## src/rtl/alu_ctrl_pkg.sv

```systemverilog
// Shared ALU control codes, FSM state encoding and the ALUOp/funct decode function.
// Pure declarations; no timing or flow-control behaviour of its own.
package alu_ctrl_pkg;

    localparam logic [2:0] ALU_AND  = 3'b000;
    localparam logic [2:0] ALU_OR   = 3'b001;
    localparam logic [2:0] ALU_ADD  = 3'b010;
    localparam logic [2:0] ALU_NOR  = 3'b011;
    localparam logic [2:0] ALU_MULT = 3'b100;
    localparam logic [2:0] ALU_SUB  = 3'b110;
    localparam logic [2:0] ALU_SLT  = 3'b111;

    typedef enum logic [1:0] {
        IDLE = 2'd0,
        MUL  = 2'd1,
        DONE = 2'd2
    } state_t;

    typedef struct packed {
        logic [2:0] gout;
        logic       illegal;
    } dec_t;

    function automatic dec_t alu_decode(input logic [1:0] aluop, input logic [3:0] funct);
        dec_t d;
        d.gout    = ALU_ADD;
        d.illegal = 1'b0;
        if (aluop == 2'b00) begin
            d.gout = ALU_ADD;
        end else if (aluop == 2'b01) begin
            d.gout = ALU_SUB;
        end else begin
            case (funct)
                4'b0000: d.gout = ALU_ADD;
                4'b1010: d.gout = ALU_SLT;
                4'b0010: d.gout = ALU_SUB;
                4'b0101: d.gout = ALU_OR;
                4'b0100: d.gout = ALU_AND;
                4'b1101: d.gout = ALU_NOR;
                4'b1000: d.gout = ALU_MULT;
                default: begin
                    // Unknown R-type funct falls back to ADD so the datapath stays defined.
                    d.gout    = ALU_ADD;
                    d.illegal = 1'b1;
                end
            endcase
        end
        return d;
    endfunction

endpackage

```

## src/rtl/alu_mul_seq.sv

```systemverilog
// Shift-add unsigned multiplier datapath: one iteration per step, product {hi,lo} after WIDTH steps.
// Exposes the post-step product combinationally so the caller can capture it on the final step; no flow control.
module alu_mul_seq #(
    parameter int WIDTH = 32
) (
    input  logic             clk,
    input  logic             reset,
    input  logic             load,
    input  logic             step,
    input  logic [WIDTH-1:0] mcand_in,
    input  logic [WIDTH-1:0] mplier_in,
    output logic [WIDTH-1:0] prod_hi_nxt,
    output logic [WIDTH-1:0] prod_lo_nxt
);

    logic [WIDTH-1:0] mcand_q, mcand_d;
    logic [WIDTH-1:0] acc_q, acc_d;
    logic [WIDTH-1:0] mplier_q, mplier_d;
    logic [WIDTH:0]   sum;

    // The multiplier register doubles as the low half of the product as it shifts out.
    always_comb begin
        sum         = {1'b0, acc_q} + (mplier_q[0] ? {1'b0, mcand_q} : '0);
        prod_hi_nxt = sum[WIDTH:1];
        prod_lo_nxt = {sum[0], mplier_q[WIDTH-1:1]};
    end

    always_comb begin
        mcand_d  = mcand_q;
        acc_d    = acc_q;
        mplier_d = mplier_q;
        if (load) begin
            mcand_d  = mcand_in;
            mplier_d = mplier_in;
            acc_d    = '0;
        end else if (step) begin
            acc_d    = prod_hi_nxt;
            mplier_d = prod_lo_nxt;
        end
    end

    always_ff @(posedge clk or posedge reset) begin
        if (reset) begin
            mcand_q  <= '0;
            acc_q    <= '0;
            mplier_q <= '0;
        end else begin
            mcand_q  <= mcand_d;
            acc_q    <= acc_d;
            mplier_q <= mplier_d;
        end
    end

endmodule

```

## src/rtl/alu_ctrl_seq.sv

```systemverilog
// ALU control decode + registered ALU + sequenced multiplier; done 1 cycle after start (MULT: WIDTH+1).
// start is ignored while busy, nothing is queued; `define OVF_DETECT_EN adds a registered signed-overflow flag ovf.
import alu_ctrl_pkg::*;

module alu_ctrl_seq #(
    parameter int WIDTH = 32,
    parameter int CNT_W = $clog2(WIDTH) + 1
) (
    input  logic             clk,
    input  logic             reset,
    input  logic             start,
    input  logic [1:0]       aluop,
    input  logic [3:0]       funct,
    input  logic [WIDTH-1:0] a,
    input  logic [WIDTH-1:0] b,
    output logic [2:0]       gout,
    output logic [WIDTH-1:0] result,
    output logic [WIDTH-1:0] hi,
    output logic             zero,
    output logic             busy,
    output logic             done,
    output logic             illegal
`ifdef OVF_DETECT_EN
    ,
    output logic             ovf
`endif
);

    dec_t             dec;
    logic [WIDTH-1:0] add_res, sub_res, alu_res;
    logic             slt;
    logic             mul_load, mul_step, mul_last;
    logic [WIDTH-1:0] mul_hi_nxt, mul_lo_nxt;

    state_t           state_q, state_d;
    logic [CNT_W-1:0] cnt_q, cnt_d;
    logic [WIDTH-1:0] result_q, result_d;
    logic [WIDTH-1:0] hi_q, hi_d;
    logic             zero_q, zero_d;
    logic             busy_q, busy_d;
    logic             done_q, done_d;

    always_comb begin
        dec     = alu_decode(aluop, funct);
        add_res = a + b;
        sub_res = a - b;
        slt     = $signed(a) < $signed(b);
        case (dec.gout)
            ALU_AND: alu_res = a & b;
            ALU_OR:  alu_res = a | b;
            ALU_ADD: alu_res = add_res;
            ALU_SUB: alu_res = sub_res;
            ALU_NOR: alu_res = ~(a | b);
            ALU_SLT: alu_res = {{(WIDTH-1){1'b0}}, slt};
            default: alu_res = '0;
        endcase
    end

    assign gout    = dec.gout;
    assign illegal = dec.illegal;

`ifdef OVF_DETECT_EN
    logic op_ovf;
    logic ovf_q, ovf_d;

    // Signed overflow: result sign disagrees with what the operand signs allow.
    always_comb begin
        case (dec.gout)
            ALU_ADD: op_ovf = (a[WIDTH-1] == b[WIDTH-1]) && (add_res[WIDTH-1] != a[WIDTH-1]);
            ALU_SUB: op_ovf = (a[WIDTH-1] != b[WIDTH-1]) && (sub_res[WIDTH-1] != a[WIDTH-1]);
            default: op_ovf = 1'b0;
        endcase
    end
`endif

    alu_mul_seq #(
        .WIDTH(WIDTH)
    ) u_mul (
        .clk        (clk),
        .reset      (reset),
        .load       (mul_load),
        .step       (mul_step),
        .mcand_in   (a),
        .mplier_in  (b),
        .prod_hi_nxt(mul_hi_nxt),
        .prod_lo_nxt(mul_lo_nxt)
    );

    assign mul_last = (cnt_q == CNT_W'(WIDTH - 1));

    always_comb begin
        state_d  = state_q;
        cnt_d    = cnt_q;
        result_d = result_q;
        hi_d     = hi_q;
        zero_d   = zero_q;
        mul_load = 1'b0;
        mul_step = 1'b0;
`ifdef OVF_DETECT_EN
        ovf_d    = ovf_q;
`endif
        case (state_q)
            IDLE: begin
                if (start) begin
                    if (dec.gout == ALU_MULT) begin
                        mul_load = 1'b1;
                        cnt_d    = '0;
                        state_d  = MUL;
                    end else begin
                        result_d = alu_res;
                        zero_d   = (alu_res == '0);
`ifdef OVF_DETECT_EN
                        ovf_d    = op_ovf;
`endif
                        state_d  = DONE;
                    end
                end
            end
            MUL: begin
                mul_step = 1'b1;
                cnt_d    = cnt_q + CNT_W'(1);
                // Capture the product on the final iteration so it is valid alongside done.
                if (mul_last) begin
                    result_d = mul_lo_nxt;
                    hi_d     = mul_hi_nxt;
                    zero_d   = (mul_lo_nxt == '0);
`ifdef OVF_DETECT_EN
                    ovf_d    = 1'b0;
`endif
                    state_d  = DONE;
                end
            end
            DONE:    state_d = IDLE;
            default: state_d = IDLE;
        endcase
        busy_d = (state_d != IDLE);
        done_d = (state_d == DONE);
    end

    always_ff @(posedge clk or posedge reset) begin
        if (reset) begin
            state_q  <= IDLE;
            cnt_q    <= '0;
            result_q <= '0;
            hi_q     <= '0;
            zero_q   <= 1'b1;
            busy_q   <= 1'b0;
            done_q   <= 1'b0;
`ifdef OVF_DETECT_EN
            ovf_q    <= 1'b0;
`endif
        end else begin
            state_q  <= state_d;
            cnt_q    <= cnt_d;
            result_q <= result_d;
            hi_q     <= hi_d;
            zero_q   <= zero_d;
            busy_q   <= busy_d;
            done_q   <= done_d;
`ifdef OVF_DETECT_EN
            ovf_q    <= ovf_d;
`endif
        end
    end

    assign result = result_q;
    assign hi     = hi_q;
    assign zero   = zero_q;
    assign busy   = busy_q;
    assign done   = done_q;
`ifdef OVF_DETECT_EN
    assign ovf    = ovf_q;
`endif

endmodule

```

## config.mk

```make
export PLATFORM = sky130hd
export DESIGN_NAME = alu_ctrl_seq
export DESIGN_NICKNAME = d
export VERILOG_FILES = /design/src/rtl/alu_ctrl_pkg.sv /design/src/rtl/alu_mul_seq.sv /design/src/rtl/alu_ctrl_seq.sv
export SDC_FILE = /design/constraint.sdc
export NUM_CORES = 1
export LEC_CHECK = 0
export ABC_AREA = 1
export CAP_MARGIN = 20
export CORE_MARGIN = 2
export CORE_UTILIZATION = 50
export CTS_CLUSTER_SIZE = 40
export DETAILED_ROUTE_END_ITERATION = 10
export GPL_ROUTABILITY_DRIVEN = 0
export GPL_TIMING_DRIVEN = 0
export PLACE_DENSITY = 0.82
export SYNTH_ARGS = -nofsm -noshare
export SYNTH_HDL_FRONTEND = slang
export SYNTH_SLANG_ARGS = --single-unit
```

## constraint.sdc

```tcl
create_clock -name clk -period 13 [get_ports clk]
set_input_delay 3.25 -clock clk [delete_from_list [all_inputs] [get_ports clk]]
set_output_delay 3.25 -clock clk [all_outputs]
set_load 0.03 [all_outputs]
```

* Word-level counts from Yosys, hierarchy flattened
Cells that the tools add are included.
Cells by class: divide/modulo/power cells 0, reductions and logical operators 13, shifts and indexed selects 0, mux-type cells 31, bitwise operators 3, add/sub/neg operators 4, magnitude comparators 1, equality and inequality tests 20, multiply operators 0
Operators with widths (count):
- $mux 32 | 8
- $pmux 32 s6 | 1
- $logic_not 32->1 | 2
- $pmux 32 s2 | 1
- $add 32x33->33 | 1
- $add 32x32->32 | 1
- $and 32x32->32 | 1
- $lt 32x32->1 | 1
- $not 32->32 | 1
- $or 32x32->32 | 1
- $sub 32x32->32 | 1
- $pmux 3 s6 | 1
- $eq 4x4->1 const B | 3
- $mux 6 | 2
- $pmux 6 s2 | 1
- $mux 1 | 10
- $eq 3x3->1 const B | 3
- $eq 4x3->1 const B | 2
- $ne 2x2->1 const B | 4
- $reduce_or 7->1 | 1
- $add 6x1->6 const B | 1
- $eq 3x2->1 const B | 2
- $eq 6x5->1 const B | 1
- $mux 2 | 3
- other kinds (14) | 19
Word-level totals: input port bits 73, memory bits (read-only) 0, bits in writable memories 0, bits in registers 171, output and inout port bits 71, bits in latches 0, memories 0, word-level logic and storage cells 82

* Logic depth before layout (Yosys ltp)
depth in word-level cells 10, gate-level depth with buffers 22, mapped depth without buffers 21

* Modules after synthesis
Synthesis repeated with hierarchy kept, for this count alone.
Second synthesis, totals: cell total of the unflattened synthesis 2827, area total of the unflattened synthesis 16988.8 µm²
By module, submodules not included:
- alu_ctrl_seq | instances 1, area each 10157.2 µm², sequential area each 1878.1 µm², cells an instance 1798
- alu_mul_seq | instances 1, area each 6831.6 µm², sequential area each 2402.3 µm², cells an instance 1029

* Worst setup path before layout
No wires, ideal clock.
path type input to output, start point in funct[1], end point out illegal, arrival 4322 ps, stages on the path 5, data required time 9750 ps, setup slack 5428 ps, path buffers 0, cell sequence inv_1 nand2_1 nand2_2 nand3_1 a211oi_1
Between the ends: longest elaborated chain between the ends 5, elaborated cells between the ends (all ways) 11, classes of those cells eq/ne (6); mux (3); reduce/logical (2)
Ends and longest elaborated chain:
- from (decl) | RTL line alu_ctrl_seq.sv:13 | input logic [3:0] funct,
- $eq 4x4->1, or another cell as far along | RTL line alu_ctrl_pkg.sv:33 | case (funct)
- $reduce_or 7->1 (no source line) *
- $mux 1 * | RTL line alu_ctrl_pkg.sv:33
- $mux 1 * | RTL line alu_ctrl_pkg.sv:30 | end else if (aluop == 2'b01) begin
- $mux 1 * | RTL line alu_ctrl_pkg.sv:28 | if (aluop == 2'b00) begin
- to (decl) | RTL line alu_ctrl_seq.sv:22 | output logic illegal
Every way passes the cells marked *; elsewhere a longest branch is shown, timed or not.

* Final worst setup path
start point in funct[2], end point out gout[1]
Between the ends: longest elaborated chain between the ends 4, elaborated cells between the ends (all ways) 9, classes of those cells eq/ne (6); mux (3)
Ends and longest elaborated chain:
- $eq 4x4->1, or another cell as far along | RTL line alu_ctrl_pkg.sv:33
- $pmux 3 s6 * | RTL line alu_ctrl_pkg.sv:33
- $mux 3 * | RTL line alu_ctrl_pkg.sv:30
- $mux 3 * | RTL line alu_ctrl_pkg.sv:28
- to (decl) | RTL line alu_ctrl_seq.sv:16 | output logic [2:0] gout,
Marks and branches as above.

==> flow_metrics.py <==
metrics = {
    "route": {
        "drtPass1Iterations": 8,
        "wl_per_cell_um": 17.1,
        "drt_iter0_markers": 2713,
        "via_count": 17700,
        "routed_wl_um": 53200,
        "ant_nets": 0,
        "drcViolationCount": 0,
        "vias_per_cell": 5.69,
    },
    "synth": {
        "synth_flop_cell": "dfrtp_1",
        "post-synth-top-count-cell": "nand2_1",
        "synth_cells": 2525,
        "yosys-top-cells-count": "nand2_1, inv_1, nor2_1",
        "yosys.area.top_type": "dfrtp_1",
        "synth_cell_type_count": 51,
        "ys_seq_area_share_pct": 27.1,
        "synth_edf_count": 0,
        "ys_warn_count": 0,
        "netlist.area_leader.share_pct": 26.9,
        "synth_area_leaders": "dfrtp_1, nand2_1, ha_1, inv_1, nor2_1",
        "avgSynthCellArea_um2": 6.26,
        "syn-cell-area_um2": 15800,
        "synth-seq-cells": 171,
        "synthArstFlopShare_pct": 100,
        "syn-num-nets": 2741,
    },
    "global_route": {
        "grtUsageMet1_pct": 40.1,
        "grt_max_degree": 129,
        "gr-total-overflow": 0,
        "grt_pass1_wl_um": 83000,
        "met2_usage_pct": 53.4,
        "antenna_found_initial": 0,
        "first_global_vias": 16500,
        "grt_use_total_pct": 31.9,
        "grtUsageMet3_pct": 5.07,
        "grt_busiest_layer": "met2",
    },
    "run_status": {
        "status": "finished, final reports clean",
    },
    "clock_network": {
        "postCtsSetupBuffers": 0,
        "cts_resized": 0,
        "holdBufCountCts": 0,
        "path_clk_slew_ps": 60,
        "cts_buffers": 17,
        "cts_tree": "built",
        "numClockSinks": 171,
        "cts_buffer_depth": 2,
        "cts-htree-levels": 4,
        "insertion_delay_ps": 440,
        "cts_root_buffer": "clkbuf_16",
    },
    "floorplan": {
        "core_um2": 31300,
        "pin_count": 144,
        "dieHeight_um": 182,
        "start_util_pct": 50.5,
        "dieArea_um2": 33100,
        "rows": 65,
        "chipWidth_um": 182,
    },
    "min_path": {
        "hp-class": "reg -> reg",
    },
    "worst_setup_path": {
        "required_ps": 9750,
        "reg2reg_depth": 19,
        "cp-start-kind": "primary input",
        "timing.rr.end": "hi[31]",
        "endpoint": "gout[1]",
        "arrival_ps": 5410,
        "worst-setup-path-type": "in -> out",
        "r2r-start": "u_mul.mplier_q[0]",
        "cp-end-kind": "output port",
        "regToRegSetupSlack_ps": 9430,
        "critPathMaxFanout": 10,
        "critPathLaunch": "funct[2]",
    },
    "timing": {
        "setup_viol": 0,
        "final_max_slew_viol_count": 0,
        "clock_skew_ps": 13.5,
        "whs_ps": 477,
        "max_freq_mhz": 115,
        "rsz0062_at_grt": "no",
        "maxSlewHeadroom_pct": 46.0,
        "worstMarginPinSlew_ps": 807,
        "setup_tns_ps": 0,
        "timing.final.crit_share_pct": 66.6,
        "finalCriticalPeriod_ps": 8660,
        "hold_viol_final": 0,
    },
    "flow_run": {
        "maxCapViolations": 0,
    },
    "placed_design": {
        "port_buffers": 143,
        "dp_cells": 3071,
        "dp.final_hpwl_um": 43100,
    },
    "cells_and_area": {
        "instances_no_fill": 3103,
        "fin_nets": 2904,
        "nFillCells": 2948,
        "areaGrowthSynthToFinish_pct": 16.2,
        "antenna_cells": 0,
        "drive_gt1_share_pct": 4.63,
    },
    "pwr": {
        "power_density_nw_per_um2": 127,
        "peakVddDrop_mv": 0.0921,
        "p_leak_nw": 9.95,
    },
}
-- how the worst min path moves through the flow --
stage,from,endpoint,cells after the start
finish,hi[25],hi[25],2
global route,hi[25],hi[25],2
CTS,state_q[1],busy,1
detailed placement,hi[26],hi[26],2
global placement,hi[1],hi[1],2
floorplan,state_q[1],busy,1
-- placed cells by master, fill, tap and decap left out, types with 3 or more instances in the layout --
cell type	n
nand2_1	800
inv_1	403
nor2_1	277
nand3_1	186
dfrtp_1	170
clkdlybuf4s50_1	143
ha_1	140
o21ai_0	130
a21oi_1	98
clkbuf_1	34
a31oi_1	34
buf_2	33
o211ai_1	30
nand4_1	28
nor3_1	24
clkbuf_16	17
or2_2	13
o21bai_1	11
nor4_1	11
buf_6	9
nor3_2	8
xor2_1	8
xnor2_1	7
inv_2	6
o21ai_1	6
inv_8	6
o221ai_1	5
inv_6	5
nor2_4	4
clkbuf_8	4
nand3b_1	4
a32o_1	4
buf_4	3
a21o_1	3
buf_1	3
fa_1	3
-- layout make-up --
type	instances	area (µm²)	area share, %
plain buffers	84	455	2.48
clock buffers	19	453	2.46
clock inverters	13	144	0.783
inverters	410	1550	8.41
multi-input cells	1860	9540	51.9
flip-flops and latches	171	4280	23.3
well taps	402	503	2.74
repair buffers	144	1460	7.94
-- report_power, final --
| part | switching (mW) | internal (mW) |
|---|---|---|
| logic | 0.659 | 0.362 |
| registers | 0.120 | 0.684 |
| clock network | 0.234 | 0.284 |
| total | 1.01 | 1.33 |
-- worst max-delay path: stages --
cell	delay [ps]
clkdlybuf4s50_1	600
nor2_4	60
nand2_2	110
nand2_1	70
nand4_1	110
buf_6	190
buf_2	280
clkdlybuf4s50_1	740
-- through the flow --
step	power [mW]	area (µm²)	utilization, %	setup WS, ps
after floorplan	1.46	15800	-	5120
after global placement	1.76	17700	56.7	3210
after detailed placement	1.79	17800	56.8	4380
after CTS	2.31	18400	58.7	4380
after global routing	2.48	18400	58.7	4280
final	2.34	18400	58.7	4340
-- registers in the layout (all words and copies together) (netlist names) --
register,flops
hi,32
result,32
u_mul.acc_q,32
u_mul.mcand_q,32
u_mul.mplier_q,32
cnt_q,6
state_q,2
busy,1
done,1
zero,1
-- per-layer routing --
layer | vias up | wire length [µm]
met1 | 8017 | 20300
met4 | 0 | 2770
met5 | - | 0
met2 | 1103 | 24400
met3 | 223 | 5680
li1 | 8310 | -
-- kinds of logic (layout without fill, tap and decap cells) --
kind of cell	after synthesis	after routing	synth area share [%]
AOI/OAI and AO/OA	333	333	12.0
xor gates and xnor gates	15	15	0.831
adders and majority gates	143	143	11.5
buffers and inverters	494	670	12.6
DFF	171	171	27.1
and+or+nand+nor	1369	1369	36.0
Power figures use the tool's default switching activity.
